**config.mk**
```make
export PLATFORM = sky130hd
export DESIGN_NAME = jstk_spi_responder_flat
export DESIGN_NICKNAME = d
export VERILOG_FILES = /design/src/rtl/jstk_pkg.sv /design/src/rtl/jstk_spi_responder_if.sv /design/src/rtl/jstk_spi_responder_edge_sync.sv /design/src/rtl/jstk_spi_responder.sv /design/src/flat_wrapper.sv
export SDC_FILE = /design/constraint.sdc
export NUM_CORES = 1
export LEC_CHECK = 0
export BUFFER_PORTS_ARGS = -buffer_cell sky130_fd_sc_hd__buf_2
export CORE_UTILIZATION = 50
export DETAILED_ROUTE_END_ITERATION = 16
export PLACE_DENSITY = 0.67
export SLEW_MARGIN = 20
export SYNTH_ARGS = -nofsm -noshare
export SYNTH_HDL_FRONTEND = slang
export SYNTH_HIERARCHICAL = 1
export SYNTH_SLANG_ARGS = --single-unit
```
**constraint.sdc**
```tcl
create_clock -name CLK -period 2.3 [get_ports CLK]
set_input_delay 0.23 -clock CLK [delete_from_list [all_inputs] [get_ports CLK]]
set_output_delay 0.23 -clock CLK [all_outputs]
set_load 0.01 [all_outputs]
```
**src/rtl/jstk_pkg.sv**
```systemverilog
// Shared constants, FSM encoding and frame packing for the PmodJSTK SPI responder.
package jstk_pkg;

    localparam logic [6:0] JSTK_CMD_LED_PREFIX = 7'b1000000;
    localparam logic [7:0] JSTK_CMD_CAL        = 8'hA4;
    localparam int         JSTK_FRAME_BYTES    = 5;

    typedef enum logic [1:0] {
        ST_IDLE  = 2'd0,
        ST_LOAD  = 2'd1,
        ST_SHIFT = 2'd2,
        ST_DONE  = 2'd3
    } jstk_state_e;

    // Five-byte reply: X low, X high, Y low, Y high, buttons.
    function automatic logic [39:0] jstk_build_frame(input logic [9:0] x,
                                                     input logic [9:0] y,
                                                     input logic [2:0] btn);
        return {x[7:0], 6'b000000, x[9:8], y[7:0], 6'b000000, y[9:8], 5'b00000, btn};
    endfunction

endpackage

```
**src/rtl/jstk_spi_responder_if.sv**
```systemverilog
// SPI pin bundle between the joystick master and the responder.
interface jstk_spi_responder_if;
    logic SCLK;
    logic chip_select;
    logic MOSI;
    logic MISO;

    modport master (output SCLK, output chip_select, output MOSI, input MISO);
    modport slave  (input SCLK, input chip_select, input MOSI, output MISO);
endinterface

```
**src/rtl/jstk_spi_responder_edge_sync.sv**
```systemverilog
// Multi-flop synchroniser for SPI pins; the low EDGE_BITS lanes also get rise/fall
// detection, the remaining lanes are plain data.
module spi_edge_sync #(
    parameter int               SYNC_STAGES = 2,
    parameter int               WIDTH       = 3,
    parameter int               EDGE_BITS   = 2,
    parameter logic [WIDTH-1:0] RST_VAL     = '0
) (
    input  logic                       CLK,
    input  logic                       RST_N,
    input  logic [WIDTH-1:0]           din_s,
    output logic [WIDTH-EDGE_BITS-1:0] data_s,
    output logic [EDGE_BITS-1:0]       rise_s,
    output logic [EDGE_BITS-1:0]       fall_s
);

    logic [WIDTH-1:0]     sync_r [SYNC_STAGES];
    logic [EDGE_BITS-1:0] hist_r;

    // Synchroniser chain plus one history stage for edge detection.
    always_ff @(posedge CLK or negedge RST_N) begin
        if (!RST_N) begin
            for (int i = 0; i < SYNC_STAGES; i++) begin
                sync_r[i] <= RST_VAL;
            end
            hist_r <= RST_VAL[EDGE_BITS-1:0];
        end else begin
            sync_r[0] <= din_s;
            for (int i = 1; i < SYNC_STAGES; i++) begin
                sync_r[i] <= sync_r[i-1];
            end
            hist_r <= sync_r[SYNC_STAGES-1][EDGE_BITS-1:0];
        end
    end

    assign data_s = sync_r[SYNC_STAGES-1][WIDTH-1:EDGE_BITS];
    assign rise_s = sync_r[SYNC_STAGES-1][EDGE_BITS-1:0] & ~hist_r;
    assign fall_s = ~sync_r[SYNC_STAGES-1][EDGE_BITS-1:0] & hist_r;

endmodule

```
**src/rtl/jstk_spi_responder.sv**
```systemverilog
// PmodJSTK emulator: SPI mode-0 slave returning X/Y/buttons and decoding LED/calibrate
// commands. Optional FRAME_ERR output enabled by JSTK_RESP_FRAME_ERR_EN.
module jstk_spi_responder
    import jstk_pkg::*;
#(
    parameter int SYNC_STAGES = 2,
    parameter int NUM_BYTES   = JSTK_FRAME_BYTES
) (
    input  logic                 CLK,
    input  logic                 RST_N,
    jstk_spi_responder_if.slave  spi,
    input  logic [9:0]           X_POS,
    input  logic [9:0]           Y_POS,
    input  logic [2:0]           BTN,
    output logic [1:0]           LED_OUT,
    output logic                 CAL_PULSE,
    output logic                 FRAME_DONE,
`ifdef JSTK_RESP_FRAME_ERR_EN
    output logic                 FRAME_ERR,
`endif
    output logic [7:0]           CMD_BYTE
);

    localparam int              BYTE_W    = $clog2(NUM_BYTES + 1);
    localparam logic [BYTE_W-1:0] BYTE_LAST = BYTE_W'(NUM_BYTES);

    logic              mosi_s;
    logic [1:0]        rise_s;
    logic [1:0]        fall_s;
    logic              sclk_rise_s, sclk_fall_s, cs_rise_s, cs_fall_s;

    jstk_state_e       state_r, state_next_s;
    logic              load_s, shift_s, finish_s, abort_s;

    logic [39:0]       frame_s;
    logic [38:0]       tx_r;
    logic [6:0]        rx_r;
    logic [7:0]        cmd_tmp_r;
    logic [2:0]        bit_cnt_r;
    logic [BYTE_W-1:0] byte_cnt_r;
    logic              miso_r;
    logic [1:0]        led_r;
    logic              cal_r;
    logic              frame_done_r;
    logic [7:0]        cmd_byte_r;

    // Lane order {MOSI, chip_select, SCLK}; chip_select idles high.
    spi_edge_sync #(
        .SYNC_STAGES (SYNC_STAGES),
        .WIDTH       (3),
        .EDGE_BITS   (2),
        .RST_VAL     (3'b010)
    ) u_sync (
        .CLK    (CLK),
        .RST_N  (RST_N),
        .din_s  ({spi.MOSI, spi.chip_select, spi.SCLK}),
        .data_s (mosi_s),
        .rise_s (rise_s),
        .fall_s (fall_s)
    );

    assign sclk_rise_s = rise_s[0];
    assign sclk_fall_s = fall_s[0];
    assign cs_rise_s   = rise_s[1];
    assign cs_fall_s   = fall_s[1];
    assign frame_s     = jstk_build_frame(X_POS, Y_POS, BTN);

    // FSM state register.
    always_ff @(posedge CLK or negedge RST_N) begin
        if (!RST_N) begin
            state_r <= ST_IDLE;
        end else begin
            state_r <= state_next_s;
        end
    end

    // FSM next-state logic.
    always_comb begin
        state_next_s = state_r;
        case (state_r)
            ST_IDLE:  if (cs_fall_s) state_next_s = ST_LOAD;  else state_next_s = ST_IDLE;
            ST_LOAD:  state_next_s = ST_SHIFT;
            ST_SHIFT: begin
                if (byte_cnt_r == BYTE_LAST) begin
                    state_next_s = ST_DONE;
                end else if (cs_rise_s) begin
                    state_next_s = ST_IDLE;
                end else begin
                    state_next_s = ST_SHIFT;
                end
            end
            ST_DONE:  if (cs_rise_s) state_next_s = ST_IDLE;  else state_next_s = ST_DONE;
            default:  state_next_s = ST_IDLE;
        endcase
    end

    // FSM control strobes.
    always_comb begin
        load_s   = 1'b0;
        shift_s  = 1'b0;
        finish_s = 1'b0;
        abort_s  = 1'b0;
        case (state_r)
            ST_IDLE:  load_s = 1'b0;
            ST_LOAD:  load_s = 1'b1;
            ST_SHIFT: begin
                shift_s = 1'b1;
                abort_s = cs_rise_s && (byte_cnt_r != BYTE_LAST);
            end
            ST_DONE:  finish_s = cs_rise_s;
            default:  load_s = 1'b0;
        endcase
    end

    // Shift datapath: frame snapshot, TX/RX shifting and bit/byte counting.
    always_ff @(posedge CLK or negedge RST_N) begin
        if (!RST_N) begin
            tx_r       <= 39'd0;
            rx_r       <= 7'd0;
            cmd_tmp_r  <= 8'h00;
            bit_cnt_r  <= 3'd0;
            byte_cnt_r <= '0;
            miso_r     <= 1'b0;
        end else if (load_s) begin
            tx_r       <= frame_s[38:0];
            miso_r     <= frame_s[39];
            rx_r       <= 7'd0;
            bit_cnt_r  <= 3'd0;
            byte_cnt_r <= '0;
        end else if (shift_s) begin
            if (sclk_rise_s) begin
                rx_r      <= {rx_r[5:0], mosi_s};
                bit_cnt_r <= bit_cnt_r + 3'd1;
                if (bit_cnt_r == 3'd7) begin
                    byte_cnt_r <= byte_cnt_r + BYTE_W'(1);
                    if (byte_cnt_r == '0) begin
                        cmd_tmp_r <= {rx_r, mosi_s};
                    end
                end
            end
            if (sclk_fall_s) begin
                tx_r   <= {tx_r[37:0], 1'b0};
                miso_r <= tx_r[38];
            end
        end else begin
            miso_r <= 1'b0;
        end
    end

    // Frame completion: publish command byte and decode LED / calibrate.
    always_ff @(posedge CLK or negedge RST_N) begin
        if (!RST_N) begin
            led_r        <= 2'b00;
            cal_r        <= 1'b0;
            frame_done_r <= 1'b0;
            cmd_byte_r   <= 8'h00;
        end else begin
            frame_done_r <= finish_s;
            cal_r        <= finish_s && (cmd_tmp_r == JSTK_CMD_CAL);
            if (finish_s) begin
                cmd_byte_r <= cmd_tmp_r;
                // Bits [1:0] carry the LED state, so only the upper prefix bits are matched.
                if (cmd_tmp_r[7:2] == JSTK_CMD_LED_PREFIX[6:1]) begin
                    led_r <= cmd_tmp_r[1:0];
                end
            end
        end
    end

    assign spi.MISO   = miso_r;
    assign LED_OUT    = led_r;
    assign CAL_PULSE  = cal_r;
    assign FRAME_DONE = frame_done_r;
    assign CMD_BYTE   = cmd_byte_r;

`ifdef JSTK_RESP_FRAME_ERR_EN
    logic [2:0] gap_r;
    logic       frame_err_r;
    logic       sclk_edge_s;

    assign sclk_edge_s = sclk_rise_s || sclk_fall_s;

    // Flag aborted frames and SCLK edges closer than 4 CLK cycles; gap_r saturates at 4.
    always_ff @(posedge CLK or negedge RST_N) begin
        if (!RST_N) begin
            gap_r       <= 3'd4;
            frame_err_r <= 1'b0;
        end else begin
            frame_err_r <= abort_s || (shift_s && sclk_edge_s && (gap_r < 3'd4));
            if (load_s) begin
                gap_r <= 3'd4;
            end else if (sclk_edge_s) begin
                gap_r <= 3'd1;
            end else if (gap_r != 3'd4) begin
                gap_r <= gap_r + 3'd1;
            end
        end
    end

    assign FRAME_ERR = frame_err_r;
`endif

endmodule

```
**src/flat_wrapper.sv**
```systemverilog
// flat-port wrapper written by rule: the top's interface ports become plain ports
module jstk_spi_responder_flat import jstk_pkg::*;
#(
    parameter int SYNC_STAGES = 2,
    parameter int NUM_BYTES   = JSTK_FRAME_BYTES
)
  (CLK, RST_N, X_POS, Y_POS, BTN, LED_OUT, CAL_PULSE, FRAME_DONE, CMD_BYTE, spi_SCLK, spi_chip_select, spi_MOSI, spi_MISO);
  jstk_spi_responder_if spi_i ();
  input  logic CLK;
  input  logic RST_N;
  input  logic [9:0] X_POS;
  input  logic [9:0] Y_POS;
  input  logic [2:0] BTN;
  output logic [1:0] LED_OUT;
  output logic CAL_PULSE;
  output logic FRAME_DONE;
  output logic [7:0] CMD_BYTE;
  input wire logic [$bits(spi_i.SCLK)-1:0] spi_SCLK;
  input wire logic [$bits(spi_i.chip_select)-1:0] spi_chip_select;
  input wire logic [$bits(spi_i.MOSI)-1:0] spi_MOSI;
  output wire logic [$bits(spi_i.MISO)-1:0] spi_MISO;
  assign spi_i.SCLK = spi_SCLK;
  assign spi_i.chip_select = spi_chip_select;
  assign spi_i.MOSI = spi_MOSI;
  assign spi_MISO = spi_i.MISO;
  jstk_spi_responder #(.SYNC_STAGES(SYNC_STAGES), .NUM_BYTES(NUM_BYTES)) u_core (.CLK(CLK), .RST_N(RST_N), .spi(spi_i), .X_POS(X_POS), .Y_POS(Y_POS), .BTN(BTN), .LED_OUT(LED_OUT), .CAL_PULSE(CAL_PULSE), .FRAME_DONE(FRAME_DONE), .CMD_BYTE(CMD_BYTE));
endmodule
```
==> results.cfg, run 1 <==
[power_and_ir_drop]
vdd_drop_max_mv = 0.430
cellPowerDensity_nw_per_um2 = 986
p_leak_nw = 1.96

[synthesis]
synth-seq-area-share = 0.591
synth_common_cells = 80 x dfrtp_1, 55 x nand2_1, 49 x o21ai_0
synth_area_leaders = dfrtp_1 57%, o21ai_0 7.0%, mux2i_1 6.3%
ys_types = 30
synth_flop_cell = dfrtp_1
yosysMostFrequentCell = dfrtp_1
yosys.area.top_type = dfrtp_1
synth_top_area_frac = 0.568
synth_seq_cells = 83
synth_edf_count = 0
synthesis.nets = 349
postSynthCellCount = 312
avgSynthCellArea_um2 = 11.3
synth_area_um2 = 3520
synthArstFlopShare = 1.00
ys_warn_count = 6

[cts]
cts.sink_count = 83
cts_buffer_depth = 2
clkTransAtPathRegs_ns = 0.08
insertion_delay_ns = 0.35
cts_hold_buf = 4
cts_tree = yes
cts_resized = 0
root_buffer = clkbuf_8
cts_setup_buffers = 0
cts_buffers = 9
htreeDepth = 3

[floorplanning]
die_width_um = 85.9
coreArea_um2 = 6790
start_util = 0.518
die_area_um2 = 7380
ios = 41
die_h_um = 85.9
num_rows = 30

[timing]
fmax_mhz = 505
fin_setup_tns_ns = 0
period_needed_ns = 1.98
worst_pin_slew_ns = 0.778
maxSlewHeadroom = 0.478
whs_ns = 0.0912
finClkSkew_ns = 0.00732
timing.final.crit_share = 0.862
slew_viol_final = 0
setup_viol = 0
hold_viol = 0
rsz0062_at_grt = no

[route]
routed_wl_um = 5620
vias = 2285
final_antenna_net_count = 0
drt_iter0_drc = 94
via_per_inst = 4.98
dr.pass1.iters = 4
wire_per_inst_um = 12.2
drc_errors = 0

[global_route]
grt_pass1_wl_um = 10100
grt_max_degree = 63
track_usage = 0.180
grt_pass1_vias = 2248
antenna_found_initial = 0
grt.overflow.total = 0

[critical_path]
arrival_ns = 2.20
crit_slowest_cell = dfrtp_1
cp_slowest_stage_delay_ns = 0.43
crit_family = buffers and inverters
path_cells = inv_1 > ha_2 > buf_4 > buf_4 > mux2i_1 > o21ai_0
cpMostUsedCell = buf_4
cp.required_ns = 2.52
reg2reg_slack_ns = 0.32
critPathLaunchType = flip-flop
crit_buf_inv = 3
end_kind = flip-flop
path_max_fanout = 34
path_class = reg -> reg

[final_layout]
fin_nets = 395
drive_gt1_frac = 0.256
final_util = 0.608
antenna_cells = 0
synthToLayoutAreaGrowth_pct = 17.3

[place]
place_hpwl_um = 3730
portBuffers = 40
place.gp.congestion = 0.690

[run_status]
outcome = complete, no violations

[flow_run]
maxCapViolations = 0

[min_path]
hold_path_class = in -> reg
[where the power goes]
| group | switching (mW) | internal, mW |
|---|---|---|
| combinational | 0.531 | 0.432 |
| sequential | 0.219 | 1.82 |
| clock | 0.510 | 0.562 |
| total | 1.26 | 2.81 |
[metal layers]
| layer | vias to the layer above | wire, µm | global-route usage |
|---|---|---|---|
| met4 | 0 | 101 | 0.0864 |
| met3 | 9 | 215 | 0.0491 |
| li1 | 1143 | - | - |
| met5 | - | 0 | 0 |
| met1 | 1090 | 2680 | 0.231 |
| met2 | 43 | 2620 | 0.285 |
[kinds of logic after synthesis]
| logic type | Yosys count | synth area share |
|---|---|---|
| AOI/OAI and AO/OA | 58 | 0.0892 |
| adders and majority gates | 9 | 0.0320 |
| buffers and inverters | 24 | 0.0259 |
| DFF | 83 | 0.591 |
| muxes | 41 | 0.125 |
| and+or+nand+nor | 97 | 0.137 |
[stage by stage]
step / instances / setup slack [ns] / power [mW] / instance area [µm²]
floorplan: 312 / 0.551 / 2.73 / 3520
global placement: 439 / 0.380 / 2.99 / 3880
detailed placement: 439 / 0.334 / 3.04 / 3880
CTS: 459 / 0.298 / 4.14 / 4130
global route: 459 / 0.152 / 4.41 / 4130
finish: 459 / 0.318 / 4.07 / 4130
[final cells by class]
class,count,area [µm²]
repair buffers,52,328
well taps,96,120
clock buffers,11,151
inverters,7,26.3
fillers,567,2660
flip-flops and latches,83,2080
clock inverters,5,61.3
multi-input cells,205,1360
[worst register-to-register path: cells and delay by family, from the launching register on]
kind,cells,cell delay (ns)
AO/OA/AOI/OAI,1,0.11
adder cells (fa/ha/maj),1,0.28
buffers and inverters,3,0.74
flip-flops,1,0.43
multiplexers,1,0.28
[path summary, 6_finish.rpt]
kind | start | endpoint | cells after the start
worst max register to register | u_core/state_r[1]$_DFF_PN0_ | u_core/tx_r[1]$_DFFE_PN0P_ | 6
worst min register to register | u_core/u_sync/sync_r[3]$_DFF_PN0_ | u_core/u_sync/sync_r[0]$_DFF_PN0_ | 0
max in group asynchronous | RST_N | u_core/u_sync/hist_r[1]$_DFF_PN1_ | 3
min in group asynchronous | RST_N | u_core/tx_r[37]$_DFFE_PN0P_ | 2
worst min-delay path | X_POS[7] | u_core/spi.MISO$_DFFE_PN0P_ | 3
worst max-delay path | u_core/state_r[1]$_DFF_PN0_ | u_core/tx_r[1]$_DFFE_PN0P_ | 6
[state kept, by name, summed over array words and instances, names as in the netlist]
| name | cells |
|---|---|
| u_core/CAL_PULSE | 1 |
| u_core/CMD_BYTE | 8 |
| u_core/FRAME_DONE | 1 |
| u_core/LED_OUT | 2 |
| u_core/bit_cnt_r | 3 |
| u_core/byte_cnt_r | 3 |
| u_core/cmd_tmp_r | 8 |
| u_core/rx_r | 7 |
| u_core/spi.MISO | 1 |
| u_core/state_r | 2 |
| u_core/tx_r | 39 |
| u_core/u_sync/data_s | 1 |
| u_core/u_sync/hist_r | 2 |
| u_core/u_sync/sync_r | 5 |
[cell usage in the layout, fill, tap and decap left out, types with 2 or more instances in the layout]
cell / synthesis / final
dfrtp_1: 80 / 80
nand2_1: 55 / 55
o21ai_0: 49 / 49
buf_2: 1 / 39
nand2b_1: 27 / 27
mux2i_1: 22 / 22
mux2_2: 17 / 17
clkbuf_8: 0 / 11
ha_1: 9 / 8
buf_4: 0 / 7
inv_1: 7 / 7
dlygate4sd3_1: 0 / 4
and2b_2: 4 / 4
clkinvlp_4: 0 / 3
nor2_1: 3 / 3
dfstp_2: 3 / 3
nor4_1: 2 / 2
mux2_4: 2 / 2
buf_12: 0 / 2
Note: power is estimated with default switching activity, not from simulation.
==> inputs of run 2 (changes only) <==
--- a/config.mk
+++ b/config.mk
@@ -5,6 +5,8 @@
 export SDC_FILE = /design/constraint.sdc
 export NUM_CORES = 1
 export LEC_CHECK = 0
+export ABC_AREA = 1
+export ABC_CLOCK_PERIOD_IN_PS = 2300
 export BUFFER_PORTS_ARGS = -buffer_cell sky130_fd_sc_hd__buf_2
 export CORE_UTILIZATION = 50
 export DETAILED_ROUTE_END_ITERATION = 16
==> results.cfg, run 2 <==
[timing]
timing.final.crit_share = 0.820
slew_viol_final = 0
fin_setup_tns_ns = 0
finClkSkew_ns = 0.00881
worst_pin_slew_ns = 0.623
setup_viol = 0
fmax_mhz = 530
period_needed_ns = 1.89
maxSlewHeadroom = 0.584
whs_ns = 0.130
fin_ws_ns = 0.414
hold_viol = 0
rsz0062_at_grt = no

[critical_path]
cp.required_ns = 2.56
critPathLaunchType = flip-flop
arrival_ns = 2.15
path_cells = inv_1 > ha_1 > o21ai_2 > inv_2 > nand2_1 > o21ai_1
crit_family = buffers and inverters
cp_slowest_stage_delay_ns = 0.47
crit_slowest_cell = inv_2
reg2reg_slack_ns = 0.41
r2r_cells = 6
path_max_fanout = 39
end_kind = flip-flop
path_class = reg -> reg
r2r-end = u_core/tx_r[24]$_DFFE_PN0P_
crit_buf_inv = 2
r2r-start = u_core/state_r[1]$_DFF_PN0_

[place]
placed_cell_area_um2 = 3950
portBuffers = 40
placed_cells = 560
place.gp.congestion = 0.783
place_hpwl_um = 4310
place_ws_ns = 0.471

[route]
vias = 2782
drc_errors = 0
routed_wl_um = 6470
dr.pass1.iters = 4
final_antenna_net_count = 0
wire_per_inst_um = 11.2
via_per_inst = 4.80
drt_iter0_drc = 162

[synthesis]
synth_edf_count = 0
postSynthCellCount = 433
ys_warn_count = 6
synth_common_cells = 166 x nand2_1, 80 x dfrtp_1, 51 x o21ai_0
synth_seq_cells = 83
avgSynthCellArea_um2 = 8.55
synth_area_leaders = dfrtp_1 54%, nand2_1 17%, o21ai_0 6.9%
yosysMostFrequentCell = nand2_1
synth_top_area_frac = 0.541
synthArstFlopShare = 1.00
yosys.area.top_type = dfrtp_1
synth_flop_cell = dfrtp_1
synth-seq-area-share = 0.562
synth_area_um2 = 3700
ys_types = 22
synthesis.nets = 470

[min_path]
hold_path_class = in -> reg
min_path_cells = 3
worstHoldStart = X_POS[7]
min_to = u_core/spi.MISO$_DFFE_PN0P_

[cts]
cts_buffers = 9
clkTransAtPathRegs_ns = 0.08
cts.sink_count = 83
cts_tree = yes
root_buffer = clkbuf_8
insertion_delay_ns = 0.35
cts_buffer_depth = 2
htreeDepth = 3

[final_layout]
synthToLayoutAreaGrowth_pct = 14.5
drive_gt1_frac = 0.163
layout_common_cells = 166 x nand2_1, 80 x dfrtp_1, 51 x o21ai_0
largest-register = u_core/tx_r
final_util = 0.588
instances_no_fill = 579
layout_commonest_cell = nand2_1
stdcell_area_um2 = 4240
antenna_cells = 0
largest_register_ffs = 39
fin_nets = 513

[power_and_ir_drop]
cellPowerDensity_nw_per_um2 = 1050
vdd_drop_max_mv = 0.426
total_power_mw = 4.44
p_leak_nw = 2.14

[global_route]
track_usage = 0.192
grt_pass1_wl_um = 11400
antenna_found_initial = 0
grt_max_degree = 40
grt_pass1_vias = 2590
grt.overflow.total = 0

[floorplanning]
die_h_um = 88.1
num_rows = 31
coreArea_um2 = 7210
start_util = 0.513
die_area_um2 = 7750
ios = 41
die_width_um = 88.1

[run_status]
outcome = complete, no violations

[flow_run]
maxCapViolations = 0
==> run 2: cell types whose count changed after synthesis, moves of 14 or more <==
cell      before  now
nand3_1        0   14
mux2_2        17    0
inv_1          7   44
nand2_1       55  166
nand2b_1      27    0
mux2i_1       22    0
==> run 2: layer usage <==
metal	routed length (µm)	track usage	vias to the layer above
met5	0	0	-
li1	-	-	1433
met2	2960	0.311	59
met1	3160	0.252	1276
met3	228	0.0311	14
met4	123	0.0968	0
==> run 2: final cells by class <==
type | count | area (µm²)
clock buffers | 11 | 151
well taps | 99 | 124
fillers | 672 | 2980
repair buffers | 51 | 308
multi-input cells | 285 | 1310
flip-flops and latches | 83 | 2080
clock inverters | 4 | 97.6
inverters | 46 | 173
==> run 2: report_power, final <==
part | total [mW] | switching, mW | internal (mW)
registers | 2.04 | 0.200 | 1.84
logic | 1.13 | 0.704 | 0.421
clock network | 1.28 | 0.504 | 0.775
==> run 2: worst max path at each step <==
stage / depth (start not counted) / to / start / slack [ns]
global route: 9 / u_core/byte_cnt_r[2]$_DFFE_PN0P_ / u_core/state_r[1]$_DFF_PN0_ / 0.22
global placement: 5 / u_core/tx_r[18]$_DFFE_PN0P_ / u_core/state_r[1]$_DFF_PN0_ / 0.52
finish: 6 / u_core/tx_r[24]$_DFFE_PN0P_ / u_core/state_r[1]$_DFF_PN0_ / 0.41
detailed placement: 6 / u_core/tx_r[24]$_DFFE_PN0P_ / u_core/state_r[1]$_DFF_PN0_ / 0.47
CTS: 6 / u_core/tx_r[24]$_DFFE_PN0P_ / u_core/state_r[1]$_DFF_PN0_ / 0.44
floorplan: 8 / u_core/tx_r[25]$_DFFE_PN0P_ / u_core/state_r[1]$_DFF_PN0_ / 0.91
==> run 2: worst register-to-register path, cell delays in order, from the launching register on <==
cell     delay, ns
dfrtp_1       0.42
inv_1         0.09
ha_1          0.40
o21ai_2       0.13
inv_2         0.47
nand2_1       0.15
o21ai_1       0.13
==> run 2: logic make-up (layout without fill, tap and decap cells) <==
kind of cell    after synthesis  count (layout)  synth area share
compound gates               74              74             0.107
flops                        83              83             0.562
simple gates                202             202             0.215
buf+inv                      65             112            0.0855
fa+ha+maj                     9               9            0.0304
==> run 2: repair_timing <==
action,CTS,global route
endpoints found under the hold margin,34,0
hold buffers,4,0
gates resized for setup,0,0
buffers inserted,0,0
==> inputs of run 3 (changes only) <==
--- a/config.mk
+++ b/config.mk
@@ -6,7 +6,7 @@
 export NUM_CORES = 1
 export LEC_CHECK = 0
 export ABC_AREA = 1
-export ABC_CLOCK_PERIOD_IN_PS = 2300
+export ABC_CLOCK_PERIOD_IN_PS = 1900
 export BUFFER_PORTS_ARGS = -buffer_cell sky130_fd_sc_hd__buf_2
 export CORE_UTILIZATION = 50
 export DETAILED_ROUTE_END_ITERATION = 16
==> constraint.sdc (replaced) <==
create_clock -name CLK -period 1.9 [get_ports CLK]
set_input_delay 0.19 -clock CLK [delete_from_list [all_inputs] [get_ports CLK]]
set_output_delay 0.19 -clock CLK [all_outputs]
set_load 0.01 [all_outputs]
==> results.cfg, run 3 (synthesized netlist as in run 2, its figures left out) <==
[run_status]
outcome = complete, no violations

[cts]
htreeDepth = 3
clkTransAtPathRegs_ns = 0.08
cts_tree = yes
insertion_delay_ns = 0.35
cts_hold_buf = 4
root_buffer = clkbuf_8
cts_buffer_depth = 2
cts_setup_buffers = 0
cts_resized = 0
cts_buffers = 9
cts.sink_count = 83

[global_route]
grt.overflow.total = 0
antenna_found_initial = 0
track_usage = 0.187
grt_pass1_vias = 2578
grt_max_degree = 40
grt_pass1_wl_um = 11200

[critical_path]
r2r-start = u_core/state_r[0]$_DFF_PN0_
cp.required_ns = 2.12
crit_path_end = u_core/tx_r[4]$_DFFE_PN0P_
startpoint = u_core/state_r[0]$_DFF_PN0_
end_kind = flip-flop
arrival_ns = 1.78
r2r-end = u_core/tx_r[4]$_DFFE_PN0P_
reg2reg_slack_ns = 0.34
path_max_fanout = 38
path_class = reg -> reg
critPathLaunchType = flip-flop
r2r_cells = 5

[timing]
whs_ns = 0.0968
worst_pin_slew_ns = 0.367
fin_setup_tns_ns = 0
setup_viol = 0
maxSlewHeadroom = 0.755
hold_viol = 0
timing.final.crit_share = 0.820
fmax_mhz = 642
period_needed_ns = 1.56
finClkSkew_ns = 0.00565
rsz0062_at_grt = no
slew_viol_final = 0

[place]
place.gp.congestion = 0.729
place_hpwl_um = 4180
portBuffers = 40

[power_and_ir_drop]
p_leak_nw = 2.14
power.internal_mw = 3.51
switching_share = 0.326
vdd_drop_max_mv = 0.503
combPwrFrac = 0.268
switchingPower_mw = 1.70
clkPwrFrac = 0.260
cellPowerDensity_nw_per_um2 = 1230
p_seq_frac = 0.472

[final_layout]
fill_cells = 683
synthToLayoutAreaGrowth_pct = 14.6
largest_register_ffs = 39
antenna_cells = 0
final_util = 0.588
fin_nets = 516
layout_commonest_cell = nand2_1
layout_common_cells = 166 x nand2_1, 80 x dfrtp_1, 51 x o21ai_0
drive_gt1_frac = 0.167
largest-register = u_core/tx_r

[floorplanning]
die_width_um = 88.1
die_h_um = 88.1
num_rows = 31
start_util = 0.513
ios = 41
coreArea_um2 = 7210
die_area_um2 = 7750

[route]
drt_iter0_drc = 144
via_per_inst = 4.67
drc_errors = 0
final_antenna_net_count = 0
dr.pass1.iters = 4
routed_wl_um = 6080
vias = 2722
wire_per_inst_um = 10.4

[flow_run]
maxCapViolations = 0

[min_path]
hold_path_class = in -> reg
run 3: cell count changes in the layout (fill, tap and decap cells not counted):
cell,previous run,this run
bufinv_16,3,2
clkbuf_1,0,1
clkinvlp_4,1,2
buf_12,1,2
inv_6,0,1
buf_4,7,9
clkbuf_8,11,9
clkinv_2,0,1
run 3: cell type report:
cell class	instances	area [µm²]	area share
clock inverter	6	88.8	0.0209
inverter	46	173	0.0407
timing repair buffer	54	343	0.0808
multi-input combinational	285	1310	0.308
tap	99	124	0.0292
clock buffer	10	128	0.0301
sequential	83	2080	0.491
run 3: power groups by stage:
stage / Sequential [mW] / Clock, mW / Combinational, mW
after floorplan: 2.44 / 0 / 1.16
after global placement: 2.48 / 0 / 1.37
after detailed placement: 2.49 / 0 / 1.41
after CTS: 2.46 / 1.41 / 1.42
after global routing: 2.52 / 1.48 / 1.67
final: 2.46 / 1.36 / 1.40
run 3: critical path, cell delays in order (launching register included):
cell and delay [ns]:
dfrtp_1 0.41, inv_1 0.08, ha_1 0.37, o21ai_2 0.10
buf_4 0.34, o21ai_0 0.13
run 3: metrics by stage:
step | setup WS (ns) | total power [mW] | instance area, µm² | cells
global placement | 0.378 | 3.85 | 3990 | 563
finish | 0.342 | 5.21 | 4240 | 583
global route | 0.176 | 5.67 | 4240 | 583
detailed placement | 0.327 | 3.90 | 3990 | 563
floorplan | 0.511 | 3.61 | 3700 | 433
CTS | 0.316 | 5.29 | 4240 | 583
run 3: how the worst min path moves through the flow:
stage	cells past startpoint	slack [ns]	endpoint	startpoint
4_1_cts	3	0.08	u_core/spi.MISO$_DFFE_PN0P_	X_POS[7]
2_1_floorplan	0	-0.11	u_core/CAL_PULSE$_DFF_PN0_	RST_N
3_5_place_dp	1	0.13	u_core/byte_cnt_r[2]$_DFFE_PN0P_	RST_N
3_3_place_gp	1	0.13	u_core/byte_cnt_r[2]$_DFFE_PN0P_	RST_N
5_1_grt	3	0.09	u_core/spi.MISO$_DFFE_PN0P_	X_POS[7]
6_report	3	0.1	u_core/spi.MISO$_DFFE_PN0P_	X_POS[7]
run 3: layer usage:
| layer | part of all wire | global-route usage | vias up | wire [µm] |
|---|---|---|---|---|
| met4 | 0.0077 | 0.0528 | 0 | 47 |
| met2 | 0.46 | 0.321 | 44 | 2800 |
| met3 | 0.040 | 0.0603 | 5 | 246 |
| met5 | 0 | 0 | - | 0 |
| li1 | - | - | 1433 | - |
| met1 | 0.49 | 0.227 | 1240 | 2990 |
